==> src/rtl/rsr_pkg.sv <==
// rsr_pkg: shared constants and status encoding for the right-shift serial link.
package rsr_pkg;
    localparam int RSR_WIDTH = 4;
    localparam int RSR_CNT_W = $clog2(RSR_WIDTH);
    typedef enum logic {IDLE = 1'b0, SHIFT = 1'b1} rsr_state_t;
endpackage

==> src/rtl/sipo_shift_core.sv <==
// sipo_shift_core: MSB-side shift register and bit counter, pulses word_done with the assembled word.
module sipo_shift_core
    import rsr_pkg::*;
#(
    parameter int WIDTH = RSR_WIDTH
) (
    input  logic             clk,
    input  logic             rst,
    input  logic             sin,
    input  logic             shift_en,
    input  logic             sync,
    output logic [WIDTH-1:0] word,
    output logic             word_done,
    output rsr_state_t       state
);
    localparam int CW = $clog2(WIDTH);
    localparam logic [CW-1:0] LAST = CW'(WIDTH - 1);
    // Bit 0 is never read back: a completed word is forwarded straight from sin.
    logic [WIDTH-1:1] shreg;
    logic [CW-1:0]    cnt, cnt_next;
    always_comb begin
        word      = {sin, shreg};
        word_done = shift_en && !sync && cnt == LAST;
        state     = cnt == '0 ? IDLE : SHIFT;
        cnt_next  = sync ? (shift_en ? CW'(1) : '0)
                  : shift_en ? (word_done ? '0 : cnt + 1'b1) : cnt;
    end
    always_ff @(posedge clk) begin
        if (rst) begin
            shreg <= '0;
            cnt   <= '0;
        end else begin
            if (shift_en) shreg <= word[WIDTH-1:1];
            cnt <= cnt_next;
        end
    end
endmodule

==> src/rtl/right_shift_receiver.sv <==
// right_shift_receiver: serial-in receiver with a one-deep valid/ready output buffer and sticky overrun.
module right_shift_receiver
    import rsr_pkg::*;
#(
    parameter int WIDTH = RSR_WIDTH
) (
    input  logic             clk,
    input  logic             rst,
    input  logic             sin,
    input  logic             shift_en,
    input  logic             sync,
    input  logic             q_ready,
    input  logic             ovr_clr,
    output logic [WIDTH-1:0] q,
    output logic             q_valid,
    output logic             busy,
    output logic             overrun
);
    logic [WIDTH-1:0] word;
    logic             word_done;
    rsr_state_t       state;
    logic             take, drop;
    sipo_shift_core #(.WIDTH(WIDTH)) u_core (
        .clk      (clk),
        .rst      (rst),
        .sin      (sin),
        .shift_en (shift_en),
        .sync     (sync),
        .word     (word),
        .word_done(word_done),
        .state    (state)
    );
    assign busy = state == SHIFT;
    always_comb begin
        take = word_done && (!q_valid || q_ready);
        drop = word_done && q_valid && !q_ready;
    end
    always_ff @(posedge clk) begin
        if (rst) begin
            q       <= '0;
            q_valid <= 1'b0;
            overrun <= 1'b0;
        end else begin
            if (take) begin
                q       <= word;
                q_valid <= 1'b1;
            end else if (q_valid && q_ready) begin
                q_valid <= 1'b0;
            end
            // A new drop outranks a simultaneous clear.
            if (drop) overrun <= 1'b1;
            else if (ovr_clr) overrun <= 1'b0;
        end
    end
endmodule

==> config.mk <==
export PLATFORM = sky130hd
export DESIGN_NAME = right_shift_receiver
export DESIGN_NICKNAME = d
export VERILOG_FILES = /design/src/rtl/rsr_pkg.sv /design/src/rtl/sipo_shift_core.sv /design/src/rtl/right_shift_receiver.sv
export SDC_FILE = /design/constraint.sdc
export NUM_CORES = 1
export LEC_CHECK = 0
export ABC_AREA = 1
export BUFFER_PORTS_ARGS = -buffer_cell sky130_fd_sc_hd__buf_2
export CAP_MARGIN = 20
export CORE_AREA = 2 2 39 41
export DETAILED_ROUTE_END_ITERATION = 16
export DIE_AREA = 0 0 41 43
export PLACE_DENSITY = 0.68
export SETUP_SLACK_MARGIN = 0.05
export SLEW_MARGIN = 25
export SYNTH_ARGS = -nofsm -noshare
export SYNTH_HDL_FRONTEND = slang
export SYNTH_HIERARCHICAL = 1
export SYNTH_SLANG_ARGS = --single-unit
==> constraint.sdc <==
create_clock -name clk -period 1.2 [get_ports clk]
set_clock_uncertainty 0.15 [all_clocks]
set_input_delay 0.24 -clock clk [delete_from_list [all_inputs] [get_ports clk]]
set_output_delay 0.24 -clock clk [all_outputs]
set_load 0.03 [all_outputs]
==> impl_metrics.json, run 1 <==
{
  "outcome": "finished, violations left",
  "failed_checks": "negative setup slack",
  "place_area_um2": 608.1,
  "drt_iter0_drc": 6,
  "via_per_inst": 4.518,
  "netlist_instances": 72,
  "slew_violations": 0,
  "die_h_um": 43,
  "irDropWorstVdd_uv": 798.4,
  "fmax_mhz": 733.4,
  "synth-seq-cells": 11,
  "clk_pin_slew_ps": 70,
  "fillers": 134,
  "die_width_um": 41,
  "final_core_util": 0.5949,
  "worstSkewPairLatency_ps": 270,
  "syn_area_um2": 495.5,
  "crit_chain": "inv_2 > ha_4 > inv_2 > buf_6",
  "cpMaxStageDelayCell": "dfxtp_4",
  "grt_setup_unrepaired": "true",
  "crit_top_cell": "inv_2",
  "hold_viol_final": 0,
  "start_kind": "flip-flop",
  "ioPinCount": 14,
  "reg2reg_depth": 8,
  "mostFrequentLayoutCells": "nor2_1, buf_6, nand2_1",
  "dieArea_mm2": 0.001763,
  "yosys.area.top_type": "dfxtp_1",
  "crit_required_ps": 810,
  "gp_congestion": 0.7332,
  "grt_pass1_vias": 453,
  "hpwlAfterDp_um": 673.2,
  "arrival_ps": 970,
  "period_share": 1.136,
  "critPathCapture": "busy",
  "startpoint": "u_core/cnt[0]$_SDFFE_PP0P_",
  "layout.nets": 108,
  "worst_slew_pin_slew_ps": 243.6,
  "drc": 0,
  "synth_area_leaders": "dfxtp_1, nor2_1, nand2_1, inv_1, a21oi_1",
  "numCtsBuffers": 3,
  "ys_seq_area_frac": 0.4444,
  "fin_ws_ps": -163.5,
  "grt_start_max_net_pins": 10,
  "coreArea_mm2": 0.001384,
  "htree_levels": 1,
  "globalRouteTotalUtil": 0.1548,
  "num_rows": 14,
  "cellLeakagePower_uw": 0.0003716,
  "layout_commonest_cell": "nor2_1",
  "timing.hold.ws_ps": 20.97,
  "clockBufferDepth": 2,
  "io_buffers": 13,
  "antenna_found_initial": 0,
  "cts_tree": "built",
  "endpoint_kind": "output port",
  "clock_sinks": 11,
  "r2r-end": "q[2]$_SDFFE_PP0P_",
  "powerDensity_mw_per_mm2": 910.9,
  "drt-wirelength-per-cell_um": 11.04,
  "yosysWarnings": 6,
  "grt_overflow": 0,
  "dr.pass1.iters": 4,
  "areaGrowthSynthToFinish_pct": 66.16,
  "routed_wl_mm": 1.259,
  "reg2reg_from": "u_core/cnt[0]$_SDFFE_PP0P_",
  "antenna_left": 0,
  "tns_ps": -842.9,
  "max_slew_margin": 0.8370,
  "diodes": 0,
  "clockRootBuffer": "clkbuf_4",
  "avgSynthCellArea_um2": 6.882,
  "grt_pass1_wl_mm": 1.773,
  "synth_nets": 81,
  "final-setup-viol-count": 7,
  "slowest_delay_ps": 360,
  "hold_buffers": 0,
  "initial_core_util": 0.3580,
  "drive_above_1_share": 0.5714,
  "yosys.area.top_type_share": 0.4444,
  "yosysUniqueCellTypes": 12,
  "final_area_um2": 823.3,
  "regToRegSetupSlack_ps": -140,
  "max_cap_violations": 0,
  "hp-class": "in -> reg",
  "final.min_clock_period_ps": 1363,
  "cp_max_fo": 2,
  "critical_path_class": "reg -> out",
  "vias": 515
}
## logic make-up after synthesis
| logic type | Yosys count | share of synthesized area |
|---|---|---|
| simple gates | 32 | 0.2601 |
| compound gates | 10 | 0.1010 |
| flops | 11 | 0.4444 |
| buf+inv | 17 | 0.1439 |
| fa+ha+maj | 2 | 0.05050 |
## synth_stat cells, drive strengths merged
cell and n:
nor2 14, clkinv 1, ha 2, nand2 13, dfxtp 11, inv 14, buf 2, nand3 5
o21ai 3, a21oi 7
## critical path, delay by kind of cell (launching register included)
kind                     cells  cell delay [ps]
adder cells (fa/ha/maj)      1              150
buffers and inverters        3              200
flip-flops                   1              360
## registers in the layout, indices dropped and copies added, names as in the netlist
name	count
overrun	1
q	4
q_valid	1
u_core/cnt	2
u_core/shreg	3
## routing by layer
| metal | vias up | wire [um] | global-route usage |
|---|---|---|---|
| li1 | 267 | - | - |
| met1 | 232 | 532 | 0.1645 |
| met2 | 16 | 648 | 0.2344 |
| met3 | 0 | 78 | 0.09948 |
| met4 | 0 | 0 | 0.06000 |
| met5 | - | 0 | 0 |
## where the power goes
| group | internal (uW) | leakage (uW) | switching [uW] |
|---|---|---|---|
| logic | 51.5 | 0.000263 | 57.3 |
| clock network | 129 | 0.0000150 | 130 |
| registers | 375 | 0.0000938 | 7.65 |
| total | 555 | 0.000372 | 195 |
## area by class of cell
class,count,area [um2],share of cell area
Multi-Input combinational cell,44,277.8,0.3374
Sequential cell,11,232.7,0.2827
Timing Repair Buffer,24,210.2,0.2553
Inverter,15,56.30,0.06839
Clock buffer,4,26.28,0.03191
Tap cell,16,20.02,0.02432
## worst min path at each step
stage               cells past startpoint  slack [ps]              endpoint                 start
global placement                        2         300  overrun$_SDFFE_PP0P_  overrun$_SDFFE_PP0P_
detailed placement                      2         310  overrun$_SDFFE_PP0P_  overrun$_SDFFE_PP0P_
global route                            2           9  q_valid$_SDFFE_PP0P_                   rst
CTS                                     2          20  q_valid$_SDFFE_PP0P_                   rst
finish                                  2          20  q_valid$_SDFFE_PP0P_                   rst
floorplan                               1         160  overrun$_SDFFE_PP0P_                   rst
## through the flow
stage,power [uW],instances,worst slack (ps)
floorplan,437.3,72,50.06
global placement,463.5,102,-4.665
detailed placement,465.1,102,-31.40
CTS,741.7,110,-163.8
global route,797.0,114,-215.9
finish,750.0,114,-163.5
## repair_timing
item                                    4_1_cts  5_1_grt
setup buffers                                 3        4
gates resized for setup                      31       14
pin swaps                                     1       14
gates cloned                                  1        0
endpoints found under the hold margin         0        0
endpoints found under the setup margin       13       13
(Power assumes the default switching activity.)
==> run 2, diff against run 1 <==
--- a/config.mk
+++ b/config.mk
@@ -12,7 +12,7 @@
 export DETAILED_ROUTE_END_ITERATION = 16
 export DIE_AREA = 0 0 41 43
 export PLACE_DENSITY = 0.68
-export SETUP_SLACK_MARGIN = 0.05
+export SETUP_SLACK_MARGIN = 0.3
 export SLEW_MARGIN = 25
 export SYNTH_ARGS = -nofsm -noshare
 export SYNTH_HDL_FRONTEND = slang
==> run 2 against run 1 <==
  * The run still ends with negative setup slack left
  * Global-route usage grew 0.52 points
  * Fmax rose by 1.2%
  * Via count up 1.7%
  * Cell area is 2.9% lower
  * Clock-buffer cell count unchanged
  * Core utilization shrank 1.7 points
  * Die area unchanged
  * Register-to-register slack gained 20 ps
  * Final cell count unchanged
  * Sequential power hardly changed
  * Combinational power down 5%
==> impl_metrics.json, run 2 (synthesis results as in run 1) <==
{
  "outcome": "finished, violations left",
  "failed_checks": "negative setup slack",
  "reg.largest.list": "q x4, u_core/shreg x3, u_core/cnt x2",
  "clk_pin_slew_ps": 70,
  "clock_sinks": 11,
  "drt-wirelength-per-cell_um": 9.728,
  "num_rows": 14,
  "fin_ws_ps": -147.3,
  "ioPinCount": 14,
  "arrival_ps": 960,
  "cp_max_fo": 2,
  "htree_levels": 1,
  "globalRouteTotalUtil": 0.1600,
  "hold_viol_final": 0,
  "final.min_clock_period_ps": 1347,
  "cts_tree": "built",
  "drt_iter0_drc": 8,
  "diodes": 0,
  "grt_pass1_vias": 497,
  "max_cap_violations": 0,
  "grt_pass1_wl_mm": 1.876,
  "hp-class": "in -> reg",
  "die_width_um": 41,
  "period_share": 1.123,
  "grt_start_max_net_pins": 10,
  "critical_path_class": "reg -> out",
  "gp_congestion": 0.7875,
  "reg2reg_depth": 8,
  "slew_violations": 0,
  "cellLeakagePower_uw": 0.0003714,
  "min-delay-start": "rst",
  "holdPathEnd": "overrun$_SDFFE_PP0P_",
  "dieArea_mm2": 0.001763,
  "min_delay_path_depth": 2,
  "drive_above_1_share": 0.5510,
  "hpwlAfterDp_um": 676.2,
  "seq_area_um2": 230.2,
  "fillers": 123,
  "r2r-end": "q[2]$_SDFFE_PP0P_",
  "powerDensity_mw_per_mm2": 923.2,
  "grt_setup_unrepaired": "true",
  "tns_ps": -692.0,
  "coreArea_mm2": 0.001384,
  "die_h_um": 43,
  "multi_input_area_um2": 265.3,
  "top_register": "q",
  "mostFrequentLayoutCells": "nor2_1, nand2_1, buf_6, buf_4, dfxtp_2",
  "vias": 524,
  "start_kind": "flip-flop",
  "drc": 0,
  "clockBufferDepth": 2,
  "largest_reg_flops": 4,
  "layout_commonest_cell": "nor2_1",
  "antenna_found_initial": 0,
  "max_slew_margin": 0.8603,
  "crit_required_ps": 810,
  "dr.pass1.iters": 4,
  "startpoint": "u_core/cnt[1]$_SDFFE_PP0P_",
  "reg2reg_from": "u_core/cnt[1]$_SDFFE_PP0P_",
  "timing.hold.ws_ps": 24.44,
  "irDropWorstVdd_uv": 495.6,
  "endpoint_kind": "output port",
  "areaGrowthSynthToFinish_pct": 61.36,
  "initial_core_util": 0.3580,
  "final-setup-viol-count": 7,
  "worstSkewPairLatency_ps": 260,
  "grt_overflow": 0,
  "regToRegSetupSlack_ps": -120,
  "via_per_inst": 4.596,
  "io_buffers": 13,
  "clockRootBuffer": "clkbuf_4",
  "numCtsBuffers": 3,
  "antenna_left": 0,
  "fmax_mhz": 742.2,
  "layout.nets": 108,
  "worst_slew_pin_slew_ps": 208.8,
  "routed_wl_mm": 1.109
}
-- run 2: metrics by stage --
stage	total power, uW	std cells	util	area (um2)	worst slack (ps)
after global placement	470.8	103	0.4485	620.6	1.803
after floorplan	441.3	72	-	520.5	50.78
after global routing	787.2	114	0.5778	799.5	-199.5
after detailed placement	472.0	103	0.4485	620.6	-7.135
after CTS	733.8	114	0.5741	794.5	-143.1
final	738.1	114	0.5778	799.5	-147.3
-- run 2: layout make-up --
type / instances / share of cell area
timing repair buffer: 24 / 0.2488
tap: 16 / 0.02504
multi-input combinational: 44 / 0.3318
inverter: 15 / 0.07355
sequential: 11 / 0.2880
clock buffer: 4 / 0.03286
-- run 2: worst max-delay path, stage by stage (launching register included) --
cell     delay, ps
dfxtp_2        350
inv_2           40
ha_4           150
inv_4           40
buf_6          110
-- run 2: metal layers --
layer	share of wire	global-route usage	wire, um
met5	0	0	0
met2	0.50	0.2375	559
met4	0.0081	0.1000	9
met3	0.031	0.04712	34
met1	0.46	0.1909	506
-- run 2: repair_timing --
action                                  4_1_cts  5_1_grt
gates cloned                                  1        0
setup buffers                                 6        0
endpoints found under the setup margin       15       15
pin swaps                                     4        3
gates resized for setup                      33        3
hold buffers                                  0        0
-- run 2: worst max-delay path by stage --
stage	slack (ps)	end
floorplan	50	q[1]$_SDFFE_PP0P_
global placement	2	q[2]$_SDFFE_PP0P_
detailed placement	-7	q[2]$_SDFFE_PP0P_
CTS	-140	busy
global route	-200	busy
finish	-150	busy
-- run 2: power breakdown --
group          internal [uW]  switching, uW
clock network            128            123
logic                   47.6           56.2
registers                376           6.78
total                    552            186
==> run 3, diff against run 2 <==
--- a/config.mk
+++ b/config.mk
@@ -6,7 +6,7 @@
 export NUM_CORES = 1
 export LEC_CHECK = 0
 export ABC_AREA = 1
-export BUFFER_PORTS_ARGS = -buffer_cell sky130_fd_sc_hd__buf_2
+export BUFFER_PORTS_ARGS = -buffer_cell sky130_fd_sc_hd__buf_4
 export CAP_MARGIN = 20
 export CORE_AREA = 2 2 39 41
 export DETAILED_ROUTE_END_ITERATION = 16
@@ -18,3 +18,4 @@
 export SYNTH_HDL_FRONTEND = slang
 export SYNTH_HIERARCHICAL = 1
 export SYNTH_SLANG_ARGS = --single-unit
+export TNS_END_PERCENT = 5
==> run 3 against run 2 <==
  * The run ends with negative hold slack, negative setup slack left
  * Routed wire length is 3.9% lower
  * Via count is 5.9% lower
  * Setup slack worse by 19 ps
  * Register-to-register slack hardly changed
  * Die area stayed put
  * First-iteration DRC count is 13% higher
  * Cell area is 3.0% lower
  * Non-clock buffer count is 5 lower
  * Clock-buffer cell count stayed put
  * Combinational power hardly changed
  * Largest power group unchanged
==> impl_metrics.json, run 3 (synthesis results as in run 1) <==
{
  "initial_core_util": 0.3580,
  "slowest_delay_ps": 370,
  "globalRouteTotalUtil": 0.1293,
  "worstSkewPairLatency_ps": 270,
  "crit_required_ps": 810,
  "clockRootBuffer": "clkbuf_4",
  "drc": 0,
  "gp_congestion": 0.6976,
  "power.switching_uw": 186.8,
  "intPower_uw": 550.5,
  "vias": 493,
  "drt_iter0_drc": 9,
  "grt_setup_unrepaired": "true",
  "drt-wirelength-per-cell_um": 9.780,
  "max_cap_violations": 0,
  "crit_chain": "inv_4 > ha_4 > inv_2 > buf_6",
  "grt_start_max_net_pins": 11,
  "max_slew_margin": 0.8655,
  "io_buffers": 13,
  "mostFrequentLayoutCells": "nor2_1, nand2_1, buf_6",
  "routed_wl_mm": 1.066,
  "final-setup-viol-count": 7,
  "hpwlAfterDp_um": 699.2,
  "fin_ws_ps": -166.0,
  "tns_ps": -732.4,
  "hp-class": "in -> reg",
  "cellLeakagePower_uw": 0.0003456,
  "clockBufferDepth": 2,
  "start_kind": "flip-flop",
  "dp.cells": 101,
  "worst_slew_pin_slew_ps": 201.0,
  "cp_max_fo": 2,
  "fin_cells": 109,
  "clk_pin_slew_ps": 70,
  "die_width_um": 41,
  "die_h_um": 43,
  "p_clk_frac": 0.345,
  "grt_overflow": 0,
  "place_area_um2": 633.1,
  "antenna_found_initial": 0,
  "arrival_ps": 980,
  "num_rows": 14,
  "final_core_util": 0.5606,
  "fillers": 134,
  "power_switching_share": 0.2534,
  "top_register": "q",
  "via_per_inst": 4.523,
  "grt_pass1_wl_mm": 1.497,
  "htree_levels": 1,
  "cpMaxStageDelayCell": "dfxtp_4",
  "clock_sinks": 11,
  "irDropWorstVdd_uv": 511.0,
  "numCtsBuffers": 3,
  "antenna_left": 0,
  "final_area_um2": 775.7,
  "areaGrowthSynthToFinish_pct": 56.57,
  "endpoint_kind": "output port",
  "hold_viol_final": 2,
  "period_share": 1.138,
  "reg.largest.list": "q x4, u_core/shreg x3, u_core/cnt x2",
  "largest_reg_flops": 4,
  "diodes": 0,
  "dieArea_mm2": 0.001763,
  "outcome": "finished, violations left",
  "critical_path_class": "reg -> out",
  "grt_pass1_vias": 383,
  "combPwrFrac": 0.137,
  "layout_commonest_cell": "nor2_1",
  "dr.pass1.iters": 6,
  "seq_power_share": 0.518,
  "cts_tree": "built",
  "failed_checks": "negative hold slack, negative setup slack",
  "layout.nets": 103,
  "final.min_clock_period_ps": 1366,
  "slew_violations": 0,
  "drive_above_1_share": 0.4516,
  "powerDensity_mw_per_mm2": 950.5,
  "timing.hold.ws_ps": -2.503,
  "fmax_mhz": 732.1,
  "coreArea_mm2": 0.001384,
  "ioPinCount": 14
}
-- run 3: changes by cell type in the layout (fill, tap and decap cells not counted), sizes merged --
cell,before,now
buf,24,19
-- run 3: layout make-up --
cell class / count / area, um2 / area share
well taps: 16 / 20.02 / 0.02581
inverters: 15 / 58.81 / 0.07581
flip-flops and latches: 11 / 229.0 / 0.2952
clock buffers: 4 / 26.28 / 0.03387
repair buffers: 19 / 180.2 / 0.2323
multi-input cells: 44 / 261.5 / 0.3371
-- run 3: critical path, delay by kind of cell, from the launching register on --
kind | cells | cell delay (ps)
fa+ha+maj | 1 | 140
flops | 1 | 370
buf+inv | 3 | 200
-- run 3: repair_timing --
item                                    CTS  global route
buffers inserted                          2             1
resized for setup                        14            15
cloned                                    0             1
endpoints found under the setup margin   15            15
endpoints found under the hold margin     2             2
pin swaps                                 4             7
-- run 3: worst paths after layout --
check / from / slack (ps) / endpoint / depth (start not counted)
setup / recovery: u_core/cnt[1]$_SDFFE_PP0P_ / -170 / busy / 4
hold / removal: rst / -3 / overrun$_SDFFE_PP0P_ / 2
setup reg to reg: u_core/cnt[1]$_SDFFE_PP0P_ / -120 / q[0]$_SDFFE_PP0P_ / 7
hold reg to reg: overrun$_SDFFE_PP0P_ / 340 / overrun$_SDFFE_PP0P_ / 2
-- run 3: routing by layer --
metal	routed length (um)	GRT usage	vias up
li1	-	-	259
met4	12	0.1000	0
met5	0	0	-
met1	447	0.1541	216
met2	526	0.1875	16
met3	79	0.03141	2
-- run 3: metrics by stage --
stage | total power (uW) | setup WS (ps) | hold WS (ps)
floorplan | 437.3 | 50.06 | 159.1
global placement | 468.8 | -12.29 | 283.7
detailed placement | 470.6 | -21.66 | 286.9
CTS | 739.9 | -168.7 | -7.523
global route | 780.8 | -195.3 | -5.888
finish | 737.4 | -166.0 | -2.503
-- run 3: power groups by stage --
stage | combinational [uW] | clock [uW] | sequential (uW)
detailed placement | 76.3 | 0 | 394
global route | 113 | 285 | 383
floorplan | 44.7 | 0 | 393
CTS | 92.2 | 267 | 381
global placement | 75.3 | 0 | 394
finish | 101 | 254 | 382
